==> src/rtl/fir_pkg.sv <==
// Shared FIR types and sizing rules.
//   fir_seq_state_t : sequencer FSM states
//   fir_tag_t       : per-issue tag carried alongside the multiplier latency
//   acc_width()     : accumulator width that cannot overflow over all taps
package fir_pkg;

  typedef enum logic [2:0] {
    CLEAR,
    IDLE,
    ISSUE,
    DRAIN,
    HOLD
  } fir_seq_state_t;

  typedef struct packed {
    logic valid;
    logic first;
    logic last;
  } fir_tag_t;

  // Sum of `taps` products of `multbits` each needs clog2(taps) guard bits.
  function automatic int unsigned acc_width(input int unsigned multbits,
                                            input int unsigned taps);
    return multbits + $clog2(taps);
  endfunction

endpackage

==> src/rtl/fir_mac_sequencer_if.sv <==
// Bus bundle between the MAC sequencer and its sample source, delay-line RAM,
// coefficient ROM, multiplier and result consumer.
//   master : sequencer side (drives in_ready, RAM/ROM addresses, result)
//   slave  : environment side (drives samples, products, out_ready)
interface fir_mac_sequencer_if #(
  parameter int unsigned TAPS     = 33,
  parameter int unsigned DATABITS = 16,
  parameter int unsigned MULTBITS = 32
);
  import fir_pkg::*;

  localparam int unsigned ADDRBITS = $clog2(TAPS);
  localparam int unsigned ACCUBITS = acc_width(MULTBITS, TAPS);

  logic                in_valid;
  logic                in_ready;
  logic [DATABITS-1:0] in_sample;
  logic                wr_en;
  logic [ADDRBITS-1:0] wr_addr;
  logic [DATABITS-1:0] wr_data;
  logic [ADDRBITS-1:0] rd_addr;
  logic [ADDRBITS-1:0] coef_addr;
  logic [MULTBITS-1:0] mult_in;
  logic                out_valid;
  logic                out_ready;
  logic [ACCUBITS-1:0] out_data;

  modport master (
    input  in_valid, in_sample, mult_in, out_ready,
    output in_ready, wr_en, wr_addr, wr_data, rd_addr, coef_addr,
           out_valid, out_data
  );

  modport slave (
    output in_valid, in_sample, mult_in, out_ready,
    input  in_ready, wr_en, wr_addr, wr_data, rd_addr, coef_addr,
           out_valid, out_data
  );

endinterface

==> src/rtl/fir_mac_tag_pipe.sv <==
// Delay line for {valid, first, last} tags so each tag lines up with the
// product that the external RAM/ROM/multiplier path returns DEPTH cycles later.
//   clk, rst_n : clock, synchronous active-low reset (clears all stages)
//   tag_in     : tag for the address pair issued this cycle
//   tag_out    : tag matching the product currently on mult_in
module fir_mac_tag_pipe
  import fir_pkg::*;
#(
  parameter int unsigned DEPTH = 2
) (
  input  logic     clk,
  input  logic     rst_n,
  input  fir_tag_t tag_in,
  output fir_tag_t tag_out
);

  fir_tag_t stage_q [DEPTH];

  always_ff @(posedge clk) begin
    if (!rst_n) begin
      for (int unsigned i = 0; i < DEPTH; i++) stage_q[i] <= '0;
    end else begin
      stage_q[0] <= tag_in;
      for (int unsigned i = 1; i < DEPTH; i++) stage_q[i] <= stage_q[i-1];
    end
  end

  assign tag_out = stage_q[DEPTH-1];

endmodule

==> src/rtl/fir_mac_sequencer.sv <==
// Time-multiplexed FIR control: one shared multiplier and accumulator walk
// all taps per sample, using an external circular delay-line RAM.
//   clk, rst_n : clock, synchronous active-low reset
//   bus        : master side of fir_mac_sequencer_if
//                in_valid/in_ready/in_sample  sample handshake
//                wr_en/wr_addr/wr_data        delay-line write port
//                rd_addr/coef_addr            per-tap read addresses
//                mult_in                      product, MULT_LAT after issue
//                out_valid/out_ready/out_data filtered result handshake
module fir_mac_sequencer
  import fir_pkg::*;
#(
  parameter int unsigned TAPS     = 33,
  parameter int unsigned DATABITS = 16,
  parameter int unsigned MULTBITS = 32,
  parameter int unsigned MULT_LAT = 2
) (
  input logic                 clk,
  input logic                 rst_n,
  fir_mac_sequencer_if.master bus
);

  localparam int unsigned ADDRBITS = $clog2(TAPS);
  localparam int unsigned ACCUBITS = acc_width(MULTBITS, TAPS);
  localparam logic [ADDRBITS-1:0] LAST_ADDR = ADDRBITS'(TAPS - 1);

  fir_seq_state_t      state_q, state_d;
  logic [ADDRBITS-1:0] clr_cnt_q;
  logic [ADDRBITS-1:0] wr_ptr_q;
  logic [ADDRBITS-1:0] rd_addr_q;
  logic [ADDRBITS-1:0] coef_addr_q;
  logic [ACCUBITS-1:0] acc_q;
  logic [ACCUBITS-1:0] mult_ext;
  fir_tag_t            tag_in, tag_out;

  logic                in_ready_c;
  logic                accept_c;
  logic                wr_en_c;
  logic [ADDRBITS-1:0] wr_addr_c;
  logic [DATABITS-1:0] wr_data_c;
  logic                out_valid_c;

  // State register
  always_ff @(posedge clk) begin
    if (!rst_n) state_q <= CLEAR;
    else        state_q <= state_d;
  end

  // Next state and handshake/write-port outputs; the write port is driven
  // combinationally so the accepted sample lands in RAM on the accept edge.
  always_comb begin
    state_d     = state_q;
    in_ready_c  = 1'b0;
    accept_c    = 1'b0;
    wr_en_c     = 1'b0;
    wr_addr_c   = '0;
    wr_data_c   = '0;
    out_valid_c = 1'b0;
    unique case (state_q)
      CLEAR: begin
        wr_en_c   = rst_n;
        wr_addr_c = clr_cnt_q;
        if (clr_cnt_q == LAST_ADDR) state_d = IDLE;
      end
      IDLE: begin
        in_ready_c = rst_n;
        accept_c   = rst_n & bus.in_valid;
        if (accept_c) begin
          wr_en_c   = 1'b1;
          wr_addr_c = wr_ptr_q;
          wr_data_c = bus.in_sample;
          state_d   = ISSUE;
        end
      end
      ISSUE: begin
        if (coef_addr_q == LAST_ADDR) state_d = DRAIN;
      end
      DRAIN: begin
        if (tag_out.valid && tag_out.last) state_d = HOLD;
      end
      HOLD: begin
        out_valid_c = rst_n;
        if (bus.out_ready) state_d = IDLE;
      end
      default: state_d = CLEAR;
    endcase
  end

  // Counters, write pointer and per-tap address generation. rd_addr counts
  // down from the newest sample and wraps instead of computing a modulo.
  always_ff @(posedge clk) begin
    if (!rst_n) begin
      clr_cnt_q   <= '0;
      wr_ptr_q    <= '0;
      rd_addr_q   <= '0;
      coef_addr_q <= '0;
    end else begin
      unique case (state_q)
        CLEAR: begin
          clr_cnt_q <= (clr_cnt_q == LAST_ADDR) ? '0 : clr_cnt_q + ADDRBITS'(1);
        end
        IDLE: begin
          if (accept_c) begin
            rd_addr_q   <= wr_ptr_q;
            coef_addr_q <= '0;
            wr_ptr_q    <= (wr_ptr_q == LAST_ADDR) ? '0 : wr_ptr_q + ADDRBITS'(1);
          end
        end
        ISSUE: begin
          if (coef_addr_q == LAST_ADDR) begin
            rd_addr_q   <= '0;
            coef_addr_q <= '0;
          end else begin
            rd_addr_q   <= (rd_addr_q == '0) ? LAST_ADDR : rd_addr_q - ADDRBITS'(1);
            coef_addr_q <= coef_addr_q + ADDRBITS'(1);
          end
        end
        default: ;
      endcase
    end
  end

  // Tag each issued address pair so the returning product is identified.
  always_comb begin
    tag_in       = '0;
    tag_in.valid = (state_q == ISSUE);
    tag_in.first = (state_q == ISSUE) && (coef_addr_q == '0);
    tag_in.last  = (state_q == ISSUE) && (coef_addr_q == LAST_ADDR);
  end

  fir_mac_tag_pipe #(
    .DEPTH (MULT_LAT)
  ) u_tag_pipe (
    .clk     (clk),
    .rst_n   (rst_n),
    .tag_in  (tag_in),
    .tag_out (tag_out)
  );

  assign mult_ext = {{(ACCUBITS - MULTBITS){bus.mult_in[MULTBITS-1]}}, bus.mult_in};

  // Accumulator: the first product of a sample restarts the sum.
  always_ff @(posedge clk) begin
    if (!rst_n) begin
      acc_q <= '0;
    end else if (tag_out.valid) begin
      acc_q <= tag_out.first ? mult_ext : acc_q + mult_ext;
    end
  end

  assign bus.in_ready  = in_ready_c;
  assign bus.wr_en     = wr_en_c;
  assign bus.wr_addr   = wr_addr_c;
  assign bus.wr_data   = wr_data_c;
  assign bus.rd_addr   = rd_addr_q;
  assign bus.coef_addr = coef_addr_q;
  assign bus.out_valid = out_valid_c;
  assign bus.out_data  = acc_q;

endmodule

==> src/flat_wrapper.sv <==
// flat-port wrapper written by rule: the top's interface ports become plain ports
module fir_mac_sequencer_flat import fir_pkg::*;
#(
  parameter int unsigned TAPS     = 33,
  parameter int unsigned DATABITS = 16,
  parameter int unsigned MULTBITS = 32,
  parameter int unsigned MULT_LAT = 2
)
  (clk, rst_n, bus_in_valid, bus_in_sample, bus_mult_in, bus_out_ready, bus_in_ready, bus_wr_en, bus_wr_addr, bus_wr_data, bus_rd_addr, bus_coef_addr, bus_out_valid, bus_out_data);
  fir_mac_sequencer_if #(.TAPS(TAPS), .DATABITS(DATABITS), .MULTBITS(MULTBITS)) bus_i ();
  input logic clk;
  input logic rst_n;
  input wire logic [$bits(bus_i.in_valid)-1:0] bus_in_valid;
  input wire logic [$bits(bus_i.in_sample)-1:0] bus_in_sample;
  input wire logic [$bits(bus_i.mult_in)-1:0] bus_mult_in;
  input wire logic [$bits(bus_i.out_ready)-1:0] bus_out_ready;
  output wire logic [$bits(bus_i.in_ready)-1:0] bus_in_ready;
  output wire logic [$bits(bus_i.wr_en)-1:0] bus_wr_en;
  output wire logic [$bits(bus_i.wr_addr)-1:0] bus_wr_addr;
  output wire logic [$bits(bus_i.wr_data)-1:0] bus_wr_data;
  output wire logic [$bits(bus_i.rd_addr)-1:0] bus_rd_addr;
  output wire logic [$bits(bus_i.coef_addr)-1:0] bus_coef_addr;
  output wire logic [$bits(bus_i.out_valid)-1:0] bus_out_valid;
  output wire logic [$bits(bus_i.out_data)-1:0] bus_out_data;
  assign bus_i.in_valid = bus_in_valid;
  assign bus_i.in_sample = bus_in_sample;
  assign bus_i.mult_in = bus_mult_in;
  assign bus_i.out_ready = bus_out_ready;
  assign bus_in_ready = bus_i.in_ready;
  assign bus_wr_en = bus_i.wr_en;
  assign bus_wr_addr = bus_i.wr_addr;
  assign bus_wr_data = bus_i.wr_data;
  assign bus_rd_addr = bus_i.rd_addr;
  assign bus_coef_addr = bus_i.coef_addr;
  assign bus_out_valid = bus_i.out_valid;
  assign bus_out_data = bus_i.out_data;
  fir_mac_sequencer #(.TAPS(TAPS), .DATABITS(DATABITS), .MULTBITS(MULTBITS), .MULT_LAT(MULT_LAT)) u_core (.clk(clk), .rst_n(rst_n), .bus(bus_i));
endmodule
==> config.mk <==
export PLATFORM = sky130hd
export DESIGN_NAME = fir_mac_sequencer_flat
export DESIGN_NICKNAME = d
export VERILOG_FILES = /design/src/rtl/fir_pkg.sv /design/src/rtl/fir_mac_sequencer_if.sv /design/src/rtl/fir_mac_tag_pipe.sv /design/src/rtl/fir_mac_sequencer.sv /design/src/flat_wrapper.sv
export SDC_FILE = /design/constraint.sdc
export NUM_CORES = 1
export LEC_CHECK = 0
export BUFFER_PORTS_ARGS = -buffer_cell sky130_fd_sc_hd__buf_2
export CAP_MARGIN = 20
export CORE_UTILIZATION = 30
export DETAILED_ROUTE_END_ITERATION = 8
export HOLD_SLACK_MARGIN = 0.02
export PLACE_DENSITY_LB_ADDON = 0.15
export SLEW_MARGIN = 20
export SYNTH_ARGS = -nofsm -noshare
export SYNTH_HDL_FRONTEND = slang
export SYNTH_SLANG_ARGS = --single-unit
==> constraint.sdc <==
create_clock -name clk -period 3.7 [get_ports clk]
set_input_delay 0.37 -clock clk [delete_from_list [all_inputs] [get_ports clk]]
set_output_delay 0.37 -clock clk [all_outputs]
set_load 0.05 [all_outputs]
* Word-level counts from Yosys, hierarchy flattened
Memories as Yosys holds them, arrays and structs flattened.
Index checks and enable logic that the tools add are counted.
** Cells by class
- Reductions and logical operators :: 10
- Equal/unequal tests :: 13
- Mux-type cells :: 29
- Bitwise gates (word level) :: 3
- Add/sub/neg operators :: 5
** Operators by type and width (count)
- 2-to-1 mux 6 bit :: 8
- adder 38 bit :: 1
- 2-to-1 mux 38 bit :: 1
- case mux 6 bit (2 select lines) :: 3
- 2-to-1 mux 16 bit :: 2
- 2-to-1 mux 3 bit :: 7
- adder 6 x 1 -> 6 bit, second input constant :: 3
- == test 6 bit, second input constant :: 3
- case mux 3 bit (5 select lines) :: 1
- zero test 6 bit :: 2
- inequality test 2 x 1 -> 1 bit, second input constant :: 5
- == test 3 x 2 -> 1 bit, second input constant :: 2
- 2-to-1 mux 1 bit :: 6
- subtractor 6 x 1 -> 6 bit, second input constant :: 1
- AND reduction 5 bit :: 1
- AND reduction 2 bit :: 2
- == test 3 x 1 -> 1 bit, second input constant :: 1
- == test 3 bit, second input constant :: 1
- logical AND 1 bit :: 3
- zero test 3 bit :: 1
- inequality test 2 bit, second input constant :: 1
- bitwise OR 1 bit :: 2
- case mux 1 bit (2 select lines) :: 1
- nonzero test 2 bit :: 1
- bitwise AND 1 bit :: 1
** Storage, ports and cells
- Output and inout bits :: 75
- Input port bits :: 52
- Memory bits (writable) :: 6
- Memories kept :: 1
- Logic and storage cells :: 67
- Bits in registers :: 65
** Memories
- u_core.u_tag_pipe.stage_q :: words 2, width 3, rd ports 2, clocked after memory_dff 0, wr ports 2, line fir_mac_tag_pipe.sv:17 : fir_tag_t stage_q [DEPTH];

* Longest topological paths before layout
- Depth after elaboration :: 4
- Gate-level depth with buffers :: 11
- Depth with buffers taken out :: 11

* Hierarchy
Synthesis repeated with hierarchy kept, for this count alone.
** Second synthesis, totals
- Cells, all modules :: 770
- Area total of the unflattened synthesis :: 5736.8 um^2
** Modules (own cells, without submodules)
- fir_mac_sequencer :: area each 5556.6 um^2, sequential area each 1301.2 um^2, instances 1, cells each 755
- fir_mac_tag_pipe :: area each 180.2 um^2, sequential area each 120.1 um^2, instances 1, cells each 15

* Worst setup path before layout
Ideal clock, no wire load.
- Kind :: register to register
- Start point :: register u_core.acc_q[0], in the netlist u_core.bus.out_data[0]
- End point :: register u_core.acc_q[36], in the netlist u_core.bus.out_data[36]
- Setup slack :: 0.770 ns
- Arrival time :: 2.799 ns
- Period minus slack after synthesis :: 2.930 ns
- Cell stages (with the launch flop) :: 12
- Library setup time :: 0.131 ns
- Path buffers :: 0
- Required time :: 3.569 ns
- Path through :: dfxtp_1 > ha_1 > fa_1 > a211oi_2 > o21ai_1 > a31oi_2 > o41ai_2 > o21bai_2 > o2111ai_2 > a221oi_2 > xor2_1 > a21oi_1
** Between the ends
- Word-level cells in the longest chain between the ends :: 2
** RTL lines
- start, declared :: line fir_mac_sequencer.sv:32 : logic [ACCUBITS-1:0] acc_q;
- start signal, assigned :: line fir_mac_sequencer.sv:147 : acc_q <= tag_out.first ? mult_ext : acc_q + mult_ext;
- adder 38 bit :: line fir_mac_sequencer.sv:147
- 2-to-1 mux 38 bit :: line fir_mac_sequencer.sv:147
Every way passes these cells.
A chain may end at the register's enable or synchronous reset.

* Final worst setup path
- Start point :: register u_core.acc_q[0], in the netlist u_core.bus.out_data[0]
- End point :: register u_core.acc_q[26], in the netlist u_core.bus.out_data[26]
The elaborated chain is that of the path after synthesis.

==> metrics <==
outcome finished clean; DP HPWL 12300 um; CTS Root Cell clkbuf_16; largest net degree at the start of global routing 60; Post-synth ARST share 0; commonest cells in the netlist a21oi_1, dfxtp_1, nand2_1, nor2_1, ha_1; DRT Pass-1 Iters 5; crit-path max FO 4; syn nets 823; Yosys warning total 0; post-synthesis cell area 0.00552 mm2; die width 138 um; Wirelength per Cell 15.5 um; critical path endpoint category register; Final ANT Viol Nets 0; CP Data Arrival Time 3250 ps; GRT Util Overall 0.178; Setup violations, final 0; n_diodes 0; Storage cell area 0.00142 mm2; Post-CTS Setup Inserts 0; hold_buf cts 0; sw frac 0.319; TritonCTS buffer count 9; grt ovf 0; fin crit period 3040 ps; Top FF cell, synth dfxtp_1; actual slew at the worst max-slew pin 829 ps; top cells by area, synth dfxtp_1, ha_1, a21oi_1; Skew-Pair Late Insertion Delay 350 ps; worst clock skew 6.62 ps; CTS resizes 0; Startpoint Class register; Critical Path Slowest Stage Cell fa_1; RSZ-0062 raised after global routing false; clock share of power 0.415; share of cells above drive strength 1 0.202; CTS H-tree depth 3; crit path kind register to register; min-delay worst type input port to register; synthesized flop and latch total 71; Slew HR 0.446; Max Clk Rate 329 MHz; Post-synth EDFFs 0; Util after Layout 0.367; VDD IR max 0.216 mV; top cell type's share of synthesized area 0.258; clk slew on worst S/H paths 60 ps; DR DRC count 0; global-route wire length before repair 26300 um; clk sinks 71; sequential share of power 0.388; DR vias/cell 5.23; count leader, synth a21oi_1; synthesized area per cell 7.61 um2; vias in the first global route 5132; Die H 138 um; die area 0.0189 mm2; IO buf count 126; cell taking the most area after synthesis dfxtp_1; IO Pins 127; footprint of the multi-input gates 0.00383 mm2; Pwr Density 314 mW/mm2; synth unique cells 68; max-slew violations 0; Initial DRC Count 394; Vias 5541; post-synthesis sequential area ratio 0.258; CP peak stage delay 460 ps; endpoints failing hold 0; CTS Buffer Depth 2; CTS tree done; Routed WL 16500 um; setup TNS 0 ps; fillers 1930; Mapped Cells 725; Final Net Count 923; Core Footprint 0.0180 mm2; Leakage 3.15 nW; Net Sw Power 0.661 mW; Logic pwr share 0.197; Final Cycle Share 0.822; Core Rows 49; gpl congestion 0.845; max cap viols 0; Data required, critical path 3910 ps; initial antenna violation count 0; crit path cell chain ha_1, fa_1, a211oi_2, o21ai_1, a31oi_2, o21ai_2, a21bo_2, a41oi_2, xnor2_1, mux2i_1, a21oi_1; Power Internal 1.41 mW; initial core utilization 0.307; Layout Area Growth over Synthesis 19.6%
-- registers in the layout (all words and copies together), names as in the netlist --
signal / cells
u_core.bus.coef_addr: 6
u_core.bus.out_data: 38
u_core.bus.rd_addr: 6
u_core.clr_cnt_q: 6
u_core.state_q: 3
u_core.u_tag_pipe.stage_q: 6
u_core.wr_ptr_q: 6
-- per-layer routing --
metal,share of wire,GRT usage,wire length (um)
met5,0,0,0
met4,0.013,0.0531,217
met3,0.040,0.0320,656
met2,0.46,0.291,7610
met1,0.48,0.236,7980
-- logic make-up (layout without fill, tap and decap cells) --
family | after synthesis | count (layout) | synth area share
compound gates | 256 | 256 | 0.300
simple gates | 235 | 235 | 0.208
flops | 71 | 71 | 0.258
buf+inv | 68 | 173 | 0.0481
fa+ha+maj | 46 | 46 | 0.106
xor+xnor | 40 | 40 | 0.0635
mux | 9 | 9 | 0.0163
-- power by group through the flow --
stage	registers, mW	clock network [mW]	logic (mW)
after detailed placement	0.819	0	0.408
after CTS	0.802	0.889	0.409
after global routing	0.805	0.911	0.451
after floorplan	0.838	0	0.273
final	0.803	0.860	0.408
after global placement	0.820	0	0.410
-- cell usage in the layout, fill, tap and decap left out, types with 11 or more instances in the layout --
cell type and n:
buf_2 126, a21oi_1 79, nand2_1 69, dfxtp_1 69, nor2_1 62, ha_1 45, o21ai_0 39, a21o_1 35
and3_1 23, inv_1 22, xnor2_1 22, xor2_1 18, o21ai_1 17, o211ai_1 16, nand4_1 14, a31oi_1 13
nand3_1 12, nor3_1 11, o21bai_1 11
-- path summary, 6_finish.rpt --
kind	from	to	slack, ps	depth (start not counted)
worst max register to register	u_core.bus.out_data[0]$_SDFFE_PN0P_	u_core.bus.out_data[26]$_SDFFE_PN0P_	660	11
worst min-delay path	bus_mult_in[29]	u_core.bus.out_data[29]$_SDFFE_PN0P_	330	3
worst min register to register	u_core.u_tag_pipe.stage_q[0][0]$_SDFF_PN0_	u_core.u_tag_pipe.stage_q[0][3]$_SDFF_PN0_	430	1
worst max-delay path	u_core.bus.out_data[0]$_SDFFE_PN0P_	u_core.bus.out_data[26]$_SDFFE_PN0P_	660	11
-- through the flow --
step | area (um2) | hold WS [ps] | power (mW) | instances | setup WS, ps
2_1_floorplan | 5520 | 412 | 1.11 | 725 | 770
3_3_place_gp | 6310 | 415 | 1.23 | 1043 | 558
3_5_place_dp | 6310 | 423 | 1.23 | 1043 | 546
4_1_cts | 6600 | 316 | 2.10 | 1059 | 671
5_1_grt | 6600 | 339 | 2.17 | 1059 | 469
6_report | 6600 | 334 | 2.07 | 1059 | 660
-- critical path, delay by kind of cell, from the launching register on --
| family | cells | cell delay [ps] |
|---|---|---|
| adder cells (fa/ha/maj) | 2 | 740 |
| multiplexers | 1 | 160 |
| flip-flops | 1 | 330 |
| AO/OA/AOI/OAI | 7 | 1540 |
| XOR/XNOR | 1 | 120 |
-- layout make-up --
class                   instances  share of cell area
flip-flops and latches         71               0.216
well taps                     229              0.0434
inverters                      25              0.0142
repair buffers                132               0.102
clock inverters                 4             0.00455
clock buffers                  12              0.0389
multi-input cells             586               0.581
No activity file was read; power rests on OpenSTA's default activity.
